File: config.mk
export PLATFORM = sky130hd
export DESIGN_NAME = prince_ti_sbox_layer
export DESIGN_NICKNAME = d
export VERILOG_FILES = /design/src/rtl/prince_ti_sbox_layer_pkg.sv /design/src/rtl/prince_ti_sbox_lane.sv /design/src/rtl/prince_ti_sbox_layer.sv
export SDC_FILE = /design/constraint.sdc
export NUM_CORES = 1
export LEC_CHECK = 0
export BUFFER_PORTS_ARGS = -buffer_cell sky130_fd_sc_hd__buf_2
export CORE_MARGIN = 3
export CORE_UTILIZATION = 48
export CTS_BUF_LIST = sky130_fd_sc_hd__clkbuf_16
export DETAILED_ROUTE_END_ITERATION = 6
export GPL_TIMING_DRIVEN = 1
export PLACE_DENSITY_LB_ADDON = 0.3
export SETUP_SLACK_MARGIN = 0.02
export SYNTH_ARGS = -nofsm -noshare
export SYNTH_HDL_FRONTEND = slang
export SYNTH_SLANG_ARGS = --single-unit
File: constraint.sdc
create_clock -name clk -period 19.8 [get_ports clk]
set_input_delay 3.96 -clock clk [delete_from_list [all_inputs] [get_ports clk]]
set_output_delay 3.96 -clock clk [all_outputs]
set_load 0.05 [all_outputs]
File: src/rtl/prince_ti_sbox_layer_pkg.sv
// prince_ti_pkg: shared constants for the masked PRINCE S-box layer.
//   SBOX / SBOX_INV  : unmasked reference tables, index = nibble, packed with
//                      entry 0 in the least significant nibble.
//   SHARE_TUPLE      : share selection per TI component. Bit 3..0 = x,y,z,w;
//                      a 0 bit reads share 0, a 1 bit reads share 1.
//   ANF_S / ANF_SINV : ANF coefficients per output bit. Monomial index u uses
//                      bit 3..0 = x,y,z,w.
//   OWNER            : OWNER[j][u] = 1 when component j is the one that
//                      evaluates the share-expansion term of monomial u that
//                      matches its tuple.
package prince_ti_pkg;

   localparam int NIBBLE_W = 4;
   localparam int NUM_COMP = 8;

   localparam logic [15:0][3:0] SBOX     = 64'h4D5E_0876_19CA_23FB;
   localparam logic [15:0][3:0] SBOX_INV = 64'h1CE5_046A_98DF_237B;

   // Component order: 1111, 1122, 1212, 1221, 2112, 2121, 2211, 2222 (index 0..7).
   // The set is the even-weight half of {1,2}^4. Any three of its columns
   // contain all eight share combinations, so every term of a degree-3
   // monomial lands in exactly one component.
   localparam logic [NUM_COMP-1:0][3:0] SHARE_TUPLE = {
      4'b1111, 4'b1100, 4'b1010, 4'b1001,
      4'b0110, 4'b0101, 4'b0011, 4'b0000
   };

   // Moebius transform of each output bit. Both tables are permutations, so
   // every output bit is balanced. The xyzw coefficient is therefore 0, and
   // the 8 components cover the whole ANF.
   function automatic logic [3:0][15:0] anf_of(input logic [15:0][3:0] tbl);
      logic [3:0][15:0] r;
      r = '0;
      for (int b = 0; b < 4; b++)
         for (int u = 0; u < 16; u++)
            for (int x = 0; x < 16; x++)
               if ((4'(x) & ~4'(u)) == 4'b0000)
                  r[2'(b)][4'(u)] = r[2'(b)][4'(u)] ^ tbl[4'(x)][2'(b)];
      return r;
   endfunction

   // For each monomial, the lowest-index component whose tuple matches on the
   // monomial's variables evaluates that term. This gives exactly one owner
   // per term. The constant term (u = 0) goes to component 1111.
   function automatic logic [NUM_COMP-1:0][15:0] owner_map();
      logic [NUM_COMP-1:0][15:0] r;
      int k;
      r = '0;
      for (int j = 0; j < NUM_COMP; j++)
         for (int u = 0; u < 16; u++) begin
            k = j;
            for (int c = NUM_COMP - 1; c >= 0; c--)
               if ((SHARE_TUPLE[3'(c)] & 4'(u)) == (SHARE_TUPLE[3'(j)] & 4'(u)))
                  k = c;
            r[3'(j)][4'(u)] = (k == j);
         end
      return r;
   endfunction

   localparam logic [3:0][15:0]          ANF_S    = anf_of(SBOX);
   localparam logic [3:0][15:0]          ANF_SINV = anf_of(SBOX_INV);
   localparam logic [NUM_COMP-1:0][15:0] OWNER    = owner_map();

endpackage

File: src/rtl/prince_ti_sbox_lane.sv
// prince_ti_sbox_lane: combinational TI expansion of one 4-bit lane.
//   inv  : 0 selects the S components, 1 selects the S^-1 components.
//   sh0  : share 0 of the nibble {x,y,z,w}.
//   sh1  : share 1 of the nibble {x,y,z,w}.
//   comp : [bit][component] 8 non-complete components per output bit.
module prince_ti_sbox_lane
   import prince_ti_pkg::*;
(
   input  logic                          inv,
   input  logic [NIBBLE_W-1:0]           sh0,
   input  logic [NIBBLE_W-1:0]           sh1,
   output logic [3:0][NUM_COMP-1:0]      comp
);

   // The XOR of the owned monomials, with each variable taken from the share
   // that the tuple names. The tuple is a constant per instance, so each
   // variable resolves to a single fixed share wire. No share mux is built.
   function automatic logic comp_eval(input logic [15:0] anf,
                                      input logic [15:0] own,
                                      input logic [3:0]  tup,
                                      input logic [3:0]  s0,
                                      input logic [3:0]  s1);
      logic       acc;
      logic       term;
      logic [3:0] um;
      acc = 1'b0;
      for (int u = 0; u < 16; u++) begin
         um = 4'(u);
         if (anf[um] && own[um]) begin
            term = 1'b1;
            for (int v = 0; v < 4; v++)
               if (um[2'(v)])
                  term = term & (tup[2'(v)] ? s1[2'(v)] : s0[2'(v)]);
            acc = acc ^ term;
         end
      end
      return acc;
   endfunction

   logic [3:0][NUM_COMP-1:0] comp_s;
   logic [3:0][NUM_COMP-1:0] comp_i;

   for (genvar b = 0; b < 4; b++) begin : g_bit
      for (genvar j = 0; j < NUM_COMP; j++) begin : g_comp
         assign comp_s[b][j] = comp_eval(ANF_S[b],    OWNER[j], SHARE_TUPLE[j], sh0, sh1);
         assign comp_i[b][j] = comp_eval(ANF_SINV[b], OWNER[j], SHARE_TUPLE[j], sh0, sh1);
      end
   end

   // The select comes after evaluation and pairs components that share the
   // same tuple. inv is public, so the result is still non-complete.
   assign comp = inv ? comp_i : comp_s;

endmodule

File: src/rtl/prince_ti_sbox_layer.sv
// prince_ti_sbox_layer: 2-stage first-order TI S-box layer for masked PRINCE.
//   clk, rst                      : clock; asynchronous active-high reset.
//   in_valid_i / in_ready_o       : input handshake; the beat carries inv_i,
//                                   in_share0_i, in_share1_i and rand_i.
//   out_valid_o / out_ready_i     : output handshake for out_share0_o and
//                                   out_share1_o.
//   busy_o                        : at least one pipeline stage is occupied.
// Stage 1 registers the 8 components per output bit. These registers are the
// glitch barrier. Stage 2 compresses the components to 2 shares with
// one fresh bit per output bit.
module prince_ti_sbox_layer
   import prince_ti_pkg::*;
#(
   parameter  int NUM_SBOX = 16,
   localparam int STATE_W  = NIBBLE_W * NUM_SBOX,
   localparam int RAND_W   = NIBBLE_W * NUM_SBOX
) (
   input  logic               clk,
   input  logic               rst,
   input  logic               in_valid_i,
   output logic               in_ready_o,
   input  logic               inv_i,
   input  logic [STATE_W-1:0] in_share0_i,
   input  logic [STATE_W-1:0] in_share1_i,
   input  logic [RAND_W-1:0]  rand_i,
   output logic               out_valid_o,
   input  logic               out_ready_i,
   output logic [STATE_W-1:0] out_share0_o,
   output logic [STATE_W-1:0] out_share1_o,
   output logic               busy_o
);

   logic [NUM_SBOX-1:0][3:0][NUM_COMP-1:0] comp;
   logic [NUM_SBOX-1:0][3:0][NUM_COMP-1:0] s1_comp;
   logic [RAND_W-1:0]                      s1_rand;
   logic [2:1]                             vld_pipe;
   logic [STATE_W-1:0]                     c_sh0, c_sh1;
   logic [STATE_W-1:0]                     s2_sh0, s2_sh1;
   logic                                   s1_load, s2_load;

   for (genvar k = 0; k < NUM_SBOX; k++) begin : g_lane
      prince_ti_sbox_lane u_lane (
         .inv  (inv_i),
         .sh0  (in_share0_i[NIBBLE_W*k +: NIBBLE_W]),
         .sh1  (in_share1_i[NIBBLE_W*k +: NIBBLE_W]),
         .comp (comp[k])
      );
   end

   // Stage 2 advances when it is empty or drained. Stage 1 advances whenever
   // stage 2 takes its beat. This allows accept and emit in the same cycle.
   assign s2_load    = !vld_pipe[2] || out_ready_i;
   assign s1_load    = !vld_pipe[1] || s2_load;
   assign in_ready_o = s1_load;

   // Components 1-4 (index 0..3) go to share 0 and 5-8 go to share 1. The
   // same random bit is added to both shares, so the recombined value is
   // unchanged while each share is refreshed.
   for (genvar k = 0; k < NUM_SBOX; k++) begin : g_cmp_lane
      for (genvar b = 0; b < 4; b++) begin : g_cmp_bit
         assign c_sh0[NIBBLE_W*k + b] = (^s1_comp[k][b][3:0]) ^ s1_rand[NIBBLE_W*k + b];
         assign c_sh1[NIBBLE_W*k + b] = (^s1_comp[k][b][7:4]) ^ s1_rand[NIBBLE_W*k + b];
      end
   end

   always_ff @(posedge clk or posedge rst) begin
      if (rst) begin
         vld_pipe <= '0;
         s1_comp  <= '0;
         s1_rand  <= '0;
         s2_sh0   <= '0;
         s2_sh1   <= '0;
      end else begin
         if (s1_load) begin
            vld_pipe[1] <= in_valid_i;
            if (in_valid_i) begin
               s1_comp <= comp;
               s1_rand <= rand_i;
            end
         end
         if (s2_load) begin
            vld_pipe[2] <= vld_pipe[1];
            if (vld_pipe[1]) begin
               s2_sh0 <= c_sh0;
               s2_sh1 <= c_sh1;
            end
         end
      end
   end

   assign out_valid_o  = vld_pipe[2];
   assign out_share0_o = s2_sh0;
   assign out_share1_o = s2_sh1;
   assign busy_o       = |vld_pipe;

endmodule
# --- After elaboration in Yosys (flattened, before gate mapping) ---
# Cells that the tools add are included.
word_totals:
  regBits: 642
  inputBits: 197
  output_inout_bits: 131
  elab_cells: 604
op_classes:
  muxes: 16
  n_bitwise: 384
  reduce_logical: 135
ops:
  columns: ["operator", "n"]
  rows:
  - ["$reduce_xor 4->1", 112]
  - ["$xor 1x1->1", 320]
  - ["$and 1x1->1", 64]
  - ["$mux 4", 16]
  - ["$reduce_xor 4->1 const A", 16]
  - ["$reduce_and 2->1", 2]
  - ["$logic_not 1->1", 2]
  - ["$logic_or 1x1->1", 2]
  - ["$reduce_or 2->1", 1]

# --- Logic depth before layout (Yosys ltp) ---
depth:
  depth_word: 4
  depth_mapped: 6
  mapped_depth_nobuf: 3

# --- By module ---
# A second synthesis with hierarchy kept.
unflattened:
  hier_cells: 2424
  area_unflattened_um2: 37912.6
modules_own_cells:
  columns: ["mod", "instances", "cells_per_inst", "area_each_um2", "seq_area_each_um2"]
  rows:
  - ["prince_ti_sbox_layer", 1, 1880, 34048.9, 17666.9]
  - ["prince_ti_sbox_lane", 16, 34, 241.5, 0.0]

# --- Least setup slack after synthesis ---
# No wires, ideal clock.
synth_path:
  path_kind: "input-to-output"
  startpoint: "in out_ready_i"
  endpoint: "out in_ready_o"
  t_arrival_ns: 4.866
  required_ns: 15.840
  setup_slack_ns: 10.974
  stages: 3
  n_path_buf: 2
  path_cell_list: "nand3b_1 -> buf_2 -> clkbuf_1"
synth_via:
  elab_chain_cells: 2
synth_rtl:
  columns: ["element", "line", "text"]
  rows:
  - ["start: declaration", "prince_ti_sbox_layer.sv:27", "input logic out_ready_i,"]
  - ["$logic_or 1x1->1", "prince_ti_sbox_layer.sv:52", "assign s2_load = !vld_pipe[2] || out_ready_i;"]
  - ["$logic_or 1x1->1", "prince_ti_sbox_layer.sv:53", "assign s1_load = !vld_pipe[1] || s2_load;"]
  - ["end: declaration", "prince_ti_sbox_layer.sv:21", "output logic in_ready_o,"]
# No other way between the ends.

# --- Worst setup path in the final report ---
# Ends and elaborated chain as after synthesis.

==> metrics.md <==
| Metric | Value |
|---|---|
| All-Layer GR Usage | 0.1816 |
| Setup repair bufs after CTS | 0 |
| Clock sink total | 290 |
| CTS Hold Buffers Added | 0 |
| Layout cells sized above 1 | 0.4406 |
| Final setup fails | 0 |
| Worst Path Arrival | 4990 ps |
| Final min period | 8955 ps |
| Final Cycle Share | 0.4523 |
| Crit-path leading delay family | buffers and inverters |
| Nets | 1394 |
| Cells after Synth | roughly 1000 |
| H-tree levels | 2 |
| Cell Area, Synth | roughly 13000 um2 |
| Crit path max fanout | 47 |
| Max cap viols | 0 |
| Design Area, Final | between 15000 and 20000 um2 |
| Slew @ Worst Pin | 1086 ps |
| #FFs+latches synth | between 200 and 300 |
| DRT Pass-1 Iters | 6 |
| Initial antenna violation count | 1 |
| PD cells | about 130 nW/um2 |
| Nature of the critical path startpoint | input pin |
| Max rail drop VDD | ~0.00008 V |
| Clock transition at the registers of the reported paths | 50 ps |
| Setup crit end kind | output pin |
| Remaining DRCs | 0 |
| Port bufs | roughly 260 |
| Wire length per cell | 17.14 um |
| Crit-path most repeated cell | buf_2 |
| Root buffer cell | clkbuf_16 |
| WHS | slightly below 500 ps |
| First-pass GRT wire length | 45240 um |
| Switch Pwr | 0.0007797 W |
| Boundary Pins | between 300 and 400 |
| Internal | around 0.0013 W |
| Post-layout util | 0.5809 |
| Seq/Total Area, Yosys | 0.5404 |
| Full die area | 30020 um2 |
| CTS Buffer Depth | 3 |
| Worst skew pair latency | roughly 500 ps |
| Drt via density | 5.136 |
| Area after DPL | 14730 um2 |
| Mapped Nets | approximately 1200 |
| Critical path buffers and inverters | 3 |
| CTS tree | yes |
| Crit path largest cell delay | about 440 ps |
| Row cnt | 60 |
| TritonCTS Buffers | 34 |
| Hold Fails Final Rpt | 0 |
| Crit path kind | in2out |
| Slew headroom | 0.2759 |
| Worst Hold Class | reg2reg |
| Outcome | complete, no violations |
| Sw Ratio | 0.3661 |
| Upper clock frequency limit | about 0.11 GHz |
| Detailed-placement wirelength estimate | 17270 um |
| Layout area overhead | 17.87% |
| Yosys top cell by area | dfrtp_1 |
| Post-synth top area share | 0.5404 |
| Critical Path RT | around 16000 ps |
| Routed vias | between 8000 and 9000 |
| Share of power burned in registers | 0.369 |
| Synth cell types | 24 |
| CP cell instances | buf_2 > nand3b_1 > buf_4 > buf_2 |
| Die Wd | about 170 um |
| Total Wirelength | about 27000 um |
| Core area | approximately 27000 um2 |
| GRT overflow | 0 |
| Worst Skew | around 12 ps |
| Crit-path slowest cell | buf_4 |
| Vias in the first global route | ~8600 |
| Leakage | between 7 and 8 nW |
| Total power | roughly 0.0021 W |
| RSZ-0062 raised after global routing | no |
| PostCTS Resize Cnt | 0 |
| Synth top area cells | dfrtp_1 54%, mux2_4 10%, mux2_2 9.4%, xnor3_1 5.4%, a21oi_1 3.6% |
| Combinational Power Share | 0.343 |
| GPL Wtd Cong | 0.7524 |
| Syn avg cell area | about 14 um2 |
| Setup TNS | 0 ps |
| YS warnings | 0 |
| Starting density of the core | 0.4928 |
| Post-DRT Antenna Nets | 0 |
| Final Max Tran Viols | 0 |
| Clock share of power | 0.288 |
| DIE HEIGHT | roughly 170 um |
| Initial DRC count | ~420 |
| Largest net degree at the start of global routing | between 100 and 150 |
[final timing paths]
kind / start / end / slack [ps] / cells past startpoint
min reg2reg: s1_rand[2]$_DFFE_PP0P_ / s1_rand[2]$_DFFE_PP0P_ / 490 / 1
max: out_ready_i / in_ready_o / 10850 / 4
max in group asynchronous: rst / out_share0_o[11]$_DFFE_PP0P_ / 13580 / 4
min: s1_rand[2]$_DFFE_PP0P_ / s1_rand[2]$_DFFE_PP0P_ / 490 / 1
min in group asynchronous: rst / out_share0_o[54]$_DFFE_PP0P_ / 3680 / 2
max reg2reg: vld_pipe[1]$_DFFE_PP0P_ / s1_comp[481]$_DFFE_PP0P_ / 16480 / 5
[cell families after synthesis]
kind of cell	count (synthesis)	share of synthesized area
compound gates	192	0.08944
mux	208	0.1996
simple gates	71	0.02404
flops	290	0.5404
buf+inv	119	0.05115
xor+xnor	96	0.09541
[state kept, by name (all words and copies together) (netlist names)]
register,count
vld_pipe,2
out_share1_o,32
s1_rand,64
out_share0_o,64
s1_comp,128
[worst register-to-register path, delay by kind of cell, from the launching register on]
kind                   cells  cell delay [ps]
buffers and inverters      2             1350
AND/OR/NAND/NOR            2              910
flip-flops                 1              420
multiplexers               1              530
[metrics by stage]
stage,cells,worst slack [ps]
2_1_floorplan,976,7834
3_3_place_gp,1533,10850
3_5_place_dp,1533,10870
4_1_cts,1593,10860
5_1_grt,1594,10800
6_report,1594,10850
[layout by cell type, fill, tap and decap left out]
master / instances
clkinv_1: 12
xor2_1: 32
inv_1: 35
bufinv_16: 3
buf_2: 263
nand2b_1: 3
inv_6: 1
dfrtp_1: 290
nand3b_1: 1
or2_2: 1
clkbuf_16: 37
inv_8: 1
and2_4: 1
clkinv_2: 4
a21boi_0: 48
nor2b_1: 16
xnor3_1: 32
o2111ai_1: 16
a31o_2: 16
o21ai_0: 16
nand2_4: 1
mux2_1: 6
mux2_4: 90
nor2_1: 48
buf_4: 8
mux2_2: 112
a21oi_1: 96
diode_2: 1
xnor2_1: 32
[power by group through the flow]
stage / logic (W) / registers, W / clock network, W
3_3_place_gp: 0.000729 / 0.000789 / 0
3_5_place_dp: 0.000738 / 0.000796 / 0
2_1_floorplan: 0.000365 / 0.00103 / 0
4_1_cts: 0.000740 / 0.000787 / 0.000630
6_report: 0.000731 / 0.000786 / 0.000612
5_1_grt: 0.000772 / 0.000803 / 0.000655
[cell usage after synthesis]
| cell type | count |
|---|---|
| nand3b_1 | 1 |
| buf_4 | 36 |
| xnor3_1 | 32 |
| inv_1 | 33 |
| nand2_1 | 1 |
| nand2b_1 | 3 |
| or2_2 | 1 |
| buf_6 | 11 |
| a21oi_1 | 96 |
| nor2b_1 | 16 |
| xnor2_1 | 32 |
| mux2_2 | 112 |
| o2111ai_1 | 16 |
| xor2_1 | 32 |
| and2_1 | 1 |
| a21boi_0 | 48 |
| a31o_2 | 16 |
| mux2_4 | 90 |
| clkbuf_1 | 21 |
| o21ai_0 | 16 |
| buf_2 | 18 |
| mux2_1 | 6 |
| dfrtp_1 | 290 |
| nor2_1 | 48 |
[layer usage]
metal / vias to the layer above / global-route usage / part of all wire
met3: 37 / 0.03592 / 0.048
met1: 4127 / 0.2466 / 0.45
met5: - / 0 / 0
met2: 203 / 0.2984 / 0.48
met4: 0 / 0.05304 / 0.021
li1: 3819 / - / -
[area by class of cell]
type                    instances  area (um2)
repair buffers                271        1376
inverters                      33       131.4
clock buffers                  37       925.9
multi-input cells             567        5495
diodes                          1       2.502
well taps                     372       465.4
clock inverters                23       175.2
fillers                      2228       11420
flip-flops and latches        290        7257
Power figures use the tool's default switching activity.
